### src/rtl/posit_encoder.sv
// Posit encoder: turns (sign, regime k, exponent, mantissa) fields into a WIDTH-bit posit
// with exponent field width EN. Two-stage valid/ready pipeline:
//   S1 builds the unrounded body plus guard/sticky bits and the saturation flags.
//   S2 rounds, saturates, applies the sign and holds the output register.
// Optional feature: define POSIT_ENC_ROUND_EN for round-to-nearest-even; otherwise the body
// is truncated.
// Ports:
//   clk, rst_n          clock, asynchronous active-low reset
//   in_valid/in_ready   input handshake
//   sign                POS / NEG
//   regime              signed regime value k
//   exponent            exponent, only bits [EN-1:0] used
//   mantissa            1.fffffff, bit 7 (hidden one) ignored
//   in_zero, in_nar     special encodings (in_nar wins)
//   out_valid/out_ready output handshake
//   out_posit           encoded posit

package posit_pkg;
  typedef enum logic {
    POS = 1'b0,
    NEG = 1'b1
  } sign_t;
endpackage

module posit_encoder #(
  parameter int unsigned WIDTH = 7,
  parameter int unsigned EN    = 1
) (
  input  logic                   clk,
  input  logic                   rst_n,
  input  logic                   in_valid,
  output logic                   in_ready,
  input  posit_pkg::sign_t       sign,
  input  logic signed [7:0]      regime,
  input  logic signed [7:0]      exponent,
  input  logic [7:0]             mantissa,
  input  logic                   in_zero,
  input  logic                   in_nar,
  output logic                   out_valid,
  input  logic                   out_ready,
  output logic [WIDTH-1:0]       out_posit
);

  localparam int unsigned BW = WIDTH - 1;   // body width
  localparam int unsigned TW = EN + 7;      // exponent + fraction tail width
  localparam int unsigned FW = WIDTH + 16;  // scratch width, wide enough for any unsaturated body
  localparam int signed   KMax = int'(WIDTH) - 2;
  localparam int signed   KMin = 1 - int'(WIDTH);

  // Stage 1 state
  logic                   r1_valid;
  logic [BW-1:0]          r1_body;
  logic                   r1_guard;
  logic                   r1_sticky;
  posit_pkg::sign_t       r1_sign;
  logic                   r1_zero;
  logic                   r1_nar;
  logic                   r1_sat_max;
  logic                   r1_sat_min;

  // Stage 2 state
  logic                   r2_valid;
  logic [WIDTH-1:0]       r2_posit;

  logic                   w_s2_adv;
  logic signed [31:0]     w_k;
  logic [31:0]            w_rlen;
  logic [FW-1:0]          w_regime;
  logic [FW-1:0]          w_full;
  logic [TW-1:0]          w_tail;
  logic                   w_sat_max;
  logic                   w_sat_min;
  logic [BW-1:0]          w_body;
  logic                   w_carry;
  logic [BW-1:0]          w_body_rnd;
  logic [FW-1:0]          w_neg;
  logic [WIDTH-1:0]       w_posit;
  logic                   w_unused;

  // S1 may move into S2 whenever S2 is empty or S2 is being drained this cycle.
  assign w_s2_adv  = !r2_valid || out_ready;
  assign in_ready  = !r1_valid || w_s2_adv;
  assign out_valid = r2_valid;
  assign out_posit = r2_posit;

  if (EN == 0) begin : g_no_exp
    assign w_tail = mantissa[6:0];
  end else begin : g_exp
    assign w_tail = {exponent[EN-1:0], mantissa[6:0]};
  end

  // S1: regime field left-aligned in a wide scratch vector, tail appended right after it.
  always_comb begin
    w_k       = {{24{regime[7]}}, regime};
    w_sat_max = (w_k >= KMax);
    w_sat_min = (w_k <= KMin);
    if (w_k >= 0) begin
      w_rlen   = w_k + 2;
      w_regime = ~({FW{1'b1}} >> (w_k + 1));
    end else begin
      w_rlen   = 1 - w_k;
      w_regime = {1'b1, {(FW - 1){1'b0}}} >> (-w_k);
    end
    w_full = w_regime | ({w_tail, {(FW - TW){1'b0}}} >> w_rlen);
  end

  // S2: rounding
`ifdef POSIT_ENC_ROUND_EN
  logic          w_inc;
  logic [FW-1:0] w_sum;
  always_comb begin
    w_inc      = r1_guard && (r1_body[0] || r1_sticky);
    w_sum      = FW'(r1_body) + FW'(w_inc);
    w_carry    = w_sum[BW];
    w_body_rnd = w_sum[BW-1:0];
  end
  assign w_unused = ^{exponent, mantissa[7], w_neg[FW-1:WIDTH], w_sum[FW-1:BW+1]};
`else
  always_comb begin
    w_carry    = 1'b0;
    w_body_rnd = r1_body;
  end
  assign w_unused = ^{exponent, mantissa[7], w_neg[FW-1:WIDTH], r1_guard, r1_sticky};
`endif

  // S2: saturation, sign and special values
  always_comb begin
    if (r1_sat_max || w_carry) begin
      w_body = {BW{1'b1}};
    end else if (r1_sat_min || (w_body_rnd == '0)) begin
      w_body = {{(BW - 1){1'b0}}, 1'b1};
    end else begin
      w_body = w_body_rnd;
    end
    w_neg = FW'(0) - FW'({1'b0, w_body});
    if (r1_nar) begin
      w_posit = {1'b1, {BW{1'b0}}};
    end else if (r1_zero) begin
      w_posit = '0;
    end else if (r1_sign == posit_pkg::NEG) begin
      w_posit = w_neg[WIDTH-1:0];
    end else begin
      w_posit = {1'b0, w_body};
    end
  end

  always_ff @(posedge clk or negedge rst_n) begin
    if (!rst_n) begin
      r1_valid   <= 1'b0;
      r1_body    <= '0;
      r1_guard   <= 1'b0;
      r1_sticky  <= 1'b0;
      r1_sign    <= posit_pkg::POS;
      r1_zero    <= 1'b0;
      r1_nar     <= 1'b0;
      r1_sat_max <= 1'b0;
      r1_sat_min <= 1'b0;
      r2_valid   <= 1'b0;
      r2_posit   <= '0;
    end else begin
      if (in_ready) begin
        r1_valid <= in_valid;
        if (in_valid) begin
          r1_body    <= w_full[FW-1 -: BW];
          r1_guard   <= w_full[FW-1-BW];
          r1_sticky  <= |w_full[FW-2-BW:0];
          r1_sign    <= sign;
          r1_zero    <= in_zero;
          r1_nar     <= in_nar;
          r1_sat_max <= w_sat_max;
          r1_sat_min <= w_sat_min;
        end
      end
      if (w_s2_adv) begin
        r2_valid <= r1_valid;
        if (r1_valid) begin
          r2_posit <= w_posit;
        end
      end
    end
  end

endmodule

### config.mk
export PLATFORM = sky130hd
export DESIGN_NAME = posit_encoder
export DESIGN_NICKNAME = d
export VERILOG_FILES = /design/src/rtl/posit_encoder.sv
export SDC_FILE = /design/constraint.sdc
export NUM_CORES = 1
export LEC_CHECK = 0
export ABC_CLOCK_PERIOD_IN_PS = 2600
export CELL_PAD_IN_SITES_DETAIL_PLACEMENT = 0
export CELL_PAD_IN_SITES_GLOBAL_PLACEMENT = 1
export CORE_MARGIN = 4
export CORE_UTILIZATION = 45
export DETAILED_ROUTE_END_ITERATION = 6
export DONT_BUFFER_PORTS = 1
export PLACE_DENSITY = 0.87
export REMOVE_ABC_BUFFERS = 1
export SYNTH_ARGS = -nofsm -noshare
export SYNTH_HDL_FRONTEND = slang
export SYNTH_SLANG_ARGS = --single-unit
### constraint.sdc
create_clock -name clk -period 2.6 [get_ports clk]
set_input_delay 0.52 -clock clk [delete_from_list [all_inputs] [get_ports clk]]
set_output_delay 0.52 -clock clk [all_outputs]
set_load 0.01 [all_outputs]
**After elaboration in Yosys (flattened, before gate mapping)**

Cells that the tools add are included.
Widths: inputs -> output; s select.

- Register bits after elaboration: 20
- Input port bits: 31
- Word-level logic and storage cells: 37

- Add/sub/neg operators: 5
- $lt $le $gt $ge: 3
- Shift-type cells: 3
- Muxes and demuxes: 7
- Bitwise gates (word level): 2
- Reduce and logical (&&, ||, !) cells: 8

Operators by type and width:

| cell | number |
|---|---|
| $shr 23x32->23 const A | 2 |
| $mux 32 | 1 |
| $neg 8->32 | 1 |
| $shr 23x32->23 | 1 |
| $mux 23 | 1 |
| $not 23->23 | 1 |
| $or 23x23->23 | 1 |
| $mux 7 | 3 |
| $mux 6 | 2 |
| $add 8x2->9 const B | 1 |
| $add 8x3->9 const B | 1 |
| $sub 2x8->9 const A | 1 |
| $ge 8x1->1 const B | 1 |
| $ge 8x4->1 const B | 1 |
| $le 8x4->1 const B | 1 |
| $sub 1x6->7 const A | 1 |
| $logic_not 6->1 | 1 |
| $reduce_and 2->1 | 2 |
| $logic_or 1x1->1 | 3 |
| $logic_not 1->1 | 2 |

**Longest topological paths before layout**

- Depth in word-level cells: 8
- Gate-level depth with buffers: 14
- Gate-level depth less buffers: 11

**Worst setup path after synthesis**

Ideal clock, no wire load.

- Kind: input-to-reg
- Start point: input regime[0]
- End point: register r1_body[0]
- Arrival: 3654 ps
- Required time: 2514 ps
- Path slack: -1140 ps
- Stages on the path: 13
- Cells stage by stage: buf_1 -> inv_2 -> buf_2 -> ha_1 -> nor3b_1 -> nand3_1 -> ha_1 -> or4b_1 -> or4_4 -> a31oi_4 -> nand4_1 -> a2bb2oi_1 -> o221ai_2

- Word-level cells in the longest chain between the ends: 5

Ends and longest elaborated chain:

| what | RTL line | RTL |
|---|---|---|
| start, declared | 34 | `input logic signed [7:0] regime,` |
| $add 8x2->9 | 99 | `w_regime = ~({FW{1'b1}} >> (w_k + 1));` |
| $shr 23x32->23 | 99 |  |
| $not 23->23 | 99 |  |
| $mux 23 | 97 | `if (w_k >= 0) begin` |
| $or 23x23->23 (*) | 104 | `w_full = w_regime \| ({w_tail, {(FW - TW){1'b0}}} >> w_rlen);` |
| end signal, assigned | 164 | `r1_body <= w_full[FW-1 -: BW];` |
| end, declared | 52 | `logic [BW-1:0] r1_body;` |

Every way passes the cells marked *; elsewhere a longest branch is shown, timed or not.
A chain may end at the register's enable or synchronous reset.

**Final worst setup path**

- Start point: input regime[2]
- End point: register r1_body[4]

Same word-level chain as after synthesis.

==> key figures <==
Hold path
  • Hold WC Path Type: input port to register
  • Hold Path Depth: 1
  • Hold Startpoint: regime[7]
  • Hold worst-path end: r1_sat_max

Detailed routing
  • Residual DRC: 0
  • Drt total wl: ~5700 um
  • Final ANT Viol Nets: 0
  • DRT iter0 DRCs: 81
  • Routed WL per cell: between 15 and 20 um
  • Pre-Repair DR Iteration Count: 4
  • DR vias/cell: approximately 5.9
  • Vias: 2176

Yosys
  • Post-Synth Simple-Gate Area: between 30 and 40%
  • Cells after Synth: about 280
  • Mean Syn Cell Area: ~8.0 um^2
  • Largest family of logic cells by synthesized area: simple AND/OR/NAND/NOR gates
  • Post-synthesis mux area share: 4.950%
  • Post-synth EDFFs: 0
  • Adder-Cell Fraction of Synth Area: 8.899%
  • Mapped Area: 2250 um^2
  • Netlist cell types: 67
  • Synth async-reset ratio: 100.0%
  • YS warnings: 0
  • Yosys reg bits: 20
  • Top FF cell, synth: dfrtp_1
  • Compound-Gate Fraction of Synth Area: 23.69%
  • Seq/Total Area, Yosys: 22.25%
  • Synth Area in XOR/XNOR: roughly 4.3%

Global route
  • GRT Util Overall: between 20% and 30%
  • GRT overflow: 0
  • Antenna violations before repair: 0
  • Vias in the first global route: around 2.3k
  • First-pass GRT wire length: ~10000 um
  • Largest net degree at the start of global routing: 21

Clock tree
  • Clock transition at path regs: around 0.070 ns
  • Clock sinks: 20
  • CTS Buffer Depth: 2
  • Root Driver: clkbuf_8
  • CTS Buf Count: 3
  • Worst-Skew Late Latency: roughly 0.26 ns
  • H-tree lvl count: 1
  • CTS tree: yes

Timing
  • Final Setup Violations: 5
  • Final Slew Violations: 0
  • Fin. Hold Viols: 0
  • Tcrit/Tclk final: 105.0%
  • Total negative slack: -0.3247 ns
  • Worst relative slew slack: between 40 and 50%
  • Min Tclk post-route: around 2.7 ns
  • Fmax: ~0.37 GHz
  • Worst slew pin tran: slightly below 0.9 ns
  • Setup ws final: -0.1310 ns
  • RSZ-0062 raised after global routing: yes
  • Clock Skew: 0.003399 ns

Floorplanning
  • Die area: 6194 um^2
  • Die width: around 79 um
  • Die Ht: 78.71 um
  • # IOs: 40
  • Initial Utilization: around 47%
  • Core Region: approximately 4800 um^2
  • FP Rows: 25

Setup path
  • CP max FO: 16
  • Data arrival, critical path: between 2 and 3 ns
  • CP Launch Type: input port
  • Worst EP required: about 2.8 ns
  • Worst Path Class, Setup: input port to register
  • Worst reg2reg startpoint: r1_sat_min
  • FF-to-FF path depth: 9
  • R2r setup slk: about 0.60 ns
  • CP endpoint kind: register
  • Worst r2r dst: out_posit[6]

Layout
  • Sequential cell area: approximately 500 um^2
  • Filler Cell Count: 432
  • Area occupied by multi-input gates: approximately 1700 um^2
  • Final nets: 350
  • Layout cells sized above 1: between 20% and 30%
  • Diodes inserted: 0
  • Most common cell after layout, fill and taps aside: nand2_1
  • Synth-to-Final Area Change: 19.13%
  • Commonest non-fill, non-tap cells in the layout: nand2_1, buf_4, dfrtp_1

Power and ir drop
  • Leak: 0.001040 uW
  • Worst vdd ir: 0.1698 mV
  • Pwr dens: 379.9 nW/um^2

Run status
  • Run status: finished, violations left
  • Failing checks: setup timing

Placed design
  • Final HPWL from detailed placement: about 4300 um
  • GP Congestion: slightly above 0.8
  • Number of buffers inserted by port buffering: 0
  • Place WS: -0.6286 ns

Job
  • Max-cap violations: 0
==> area by class of cell <==
cell class                 instances  share of cell area, %
multi-input combinational        237                  63.87
sequential                        20                  18.67
timing repair buffer              32                  9.057
inverter                           9                  3.221
tap                               67                  3.128
clock buffer                       4                  2.054
==> worst max-delay path by stage <==
stage | slack (ns) | startpoint | depth (start not counted) | endpoint
global placement | -0.57 | regime[1] | 11 | r1_body[0]
floorplan | -0.82 | regime[0] | 11 | r1_body[0]
finish | -0.13 | regime[2] | 11 | r1_body[4]
CTS | -0.05 | regime[1] | 11 | r1_body[4]
global route | -0.21 | regime[1] | 11 | r1_body[0]
detailed placement | -0.63 | regime[2] | 11 | r1_body[0]
==> worst max-delay path, cell delays in order <==
cell and delay [ns]:
clkinv_16 0.03, ha_4 0.12, nor3b_4 0.27, nand3_2 0.12, ha_2 0.19, or4b_1 0.51
or4_4 0.44, a31oi_4 0.20, nand4_1 0.16, o22a_1 0.23, o31ai_2 0.08
==> synth_stat cells, types with 5 or more instances <==
cell type / n / share of area, %
nand2b_1: 8 / 2.2
clkbuf_1: 5 / 0.83
ha_1: 16 / 8.9
nor3_1: 9 / 2.0
nand2_1: 43 / 7.2
nand3_1: 15 / 3.3
xnor2_1: 8 / 3.1
o21ai_0: 14 / 3.1
inv_1: 5 / 0.83
nand4_1: 8 / 2.2
nor2_1: 19 / 3.2
a21oi_1: 13 / 2.9
dfrtp_1: 20 / 22
buf_2: 5 / 1.1
==> registers in the layout, indices dropped and copies added (netlist names) <==
register,cells
out_posit,7
r1_body,6
out_valid,1
r1_nar,1
r1_sat_max,1
r1_sat_min,1
r1_sign,1
r1_valid,1
r1_zero,1
==> what timing repair did <==
action	CTS	global route
buffers inserted	2	1
setup endpoints to repair	6	6
pin swaps	13	5
endpoints found under the hold margin	20	0
hold buffers	1	0
resized for setup	22	7
==> cells by family (layout without fill, tap and decap cells) <==
| family | after synthesis | after routing |
|---|---|---|
| compound gates | 73 | 73 |
| xor+xnor | 11 | 11 |
| fa+ha+maj | 16 | 16 |
| buf+inv | 24 | 45 |
| flops | 20 | 20 |
| mux | 6 | 6 |
| simple gates | 131 | 131 |
==> per-layer routing <==
| metal | vias up | share of wire, % | global-route usage, % |
|---|---|---|---|
| li1 | 1097 | - | - |
| met1 | 1015 | 45 | 26.44 |
| met2 | 48 | 48 | 34.21 |
| met3 | 16 | 3.7 | 2.721 |
| met4 | 0 | 2.7 | 6.993 |
| met5 | - | 0 | 0 |
==> stage by stage <==
stage                     cell area (um^2)  std cells  hold WS, ns  utilization (%)  total power (uW)
after CTS                             2630        368       0.3568            54.95              1018
final                                 2680        369       0.3568            56.00              1018
after global placement                2462        361       0.2248            51.45             752.3
after detailed placement              2462        361       0.2249            51.45             761.7
after floorplan                       2168        266       0.2244                -             661.5
after global routing                  2680        369       0.3494            56.00              1100
==> power breakdown <==
part | leakage [uW] | internal [uW] | switching (uW)
Combinational | 0.000768 | 174 | 186
Clock | 0.0000288 | 135 | 99.8
Sequential | 0.000243 | 362 | 61.4
Note: power is estimated with default switching activity, not from simulation.
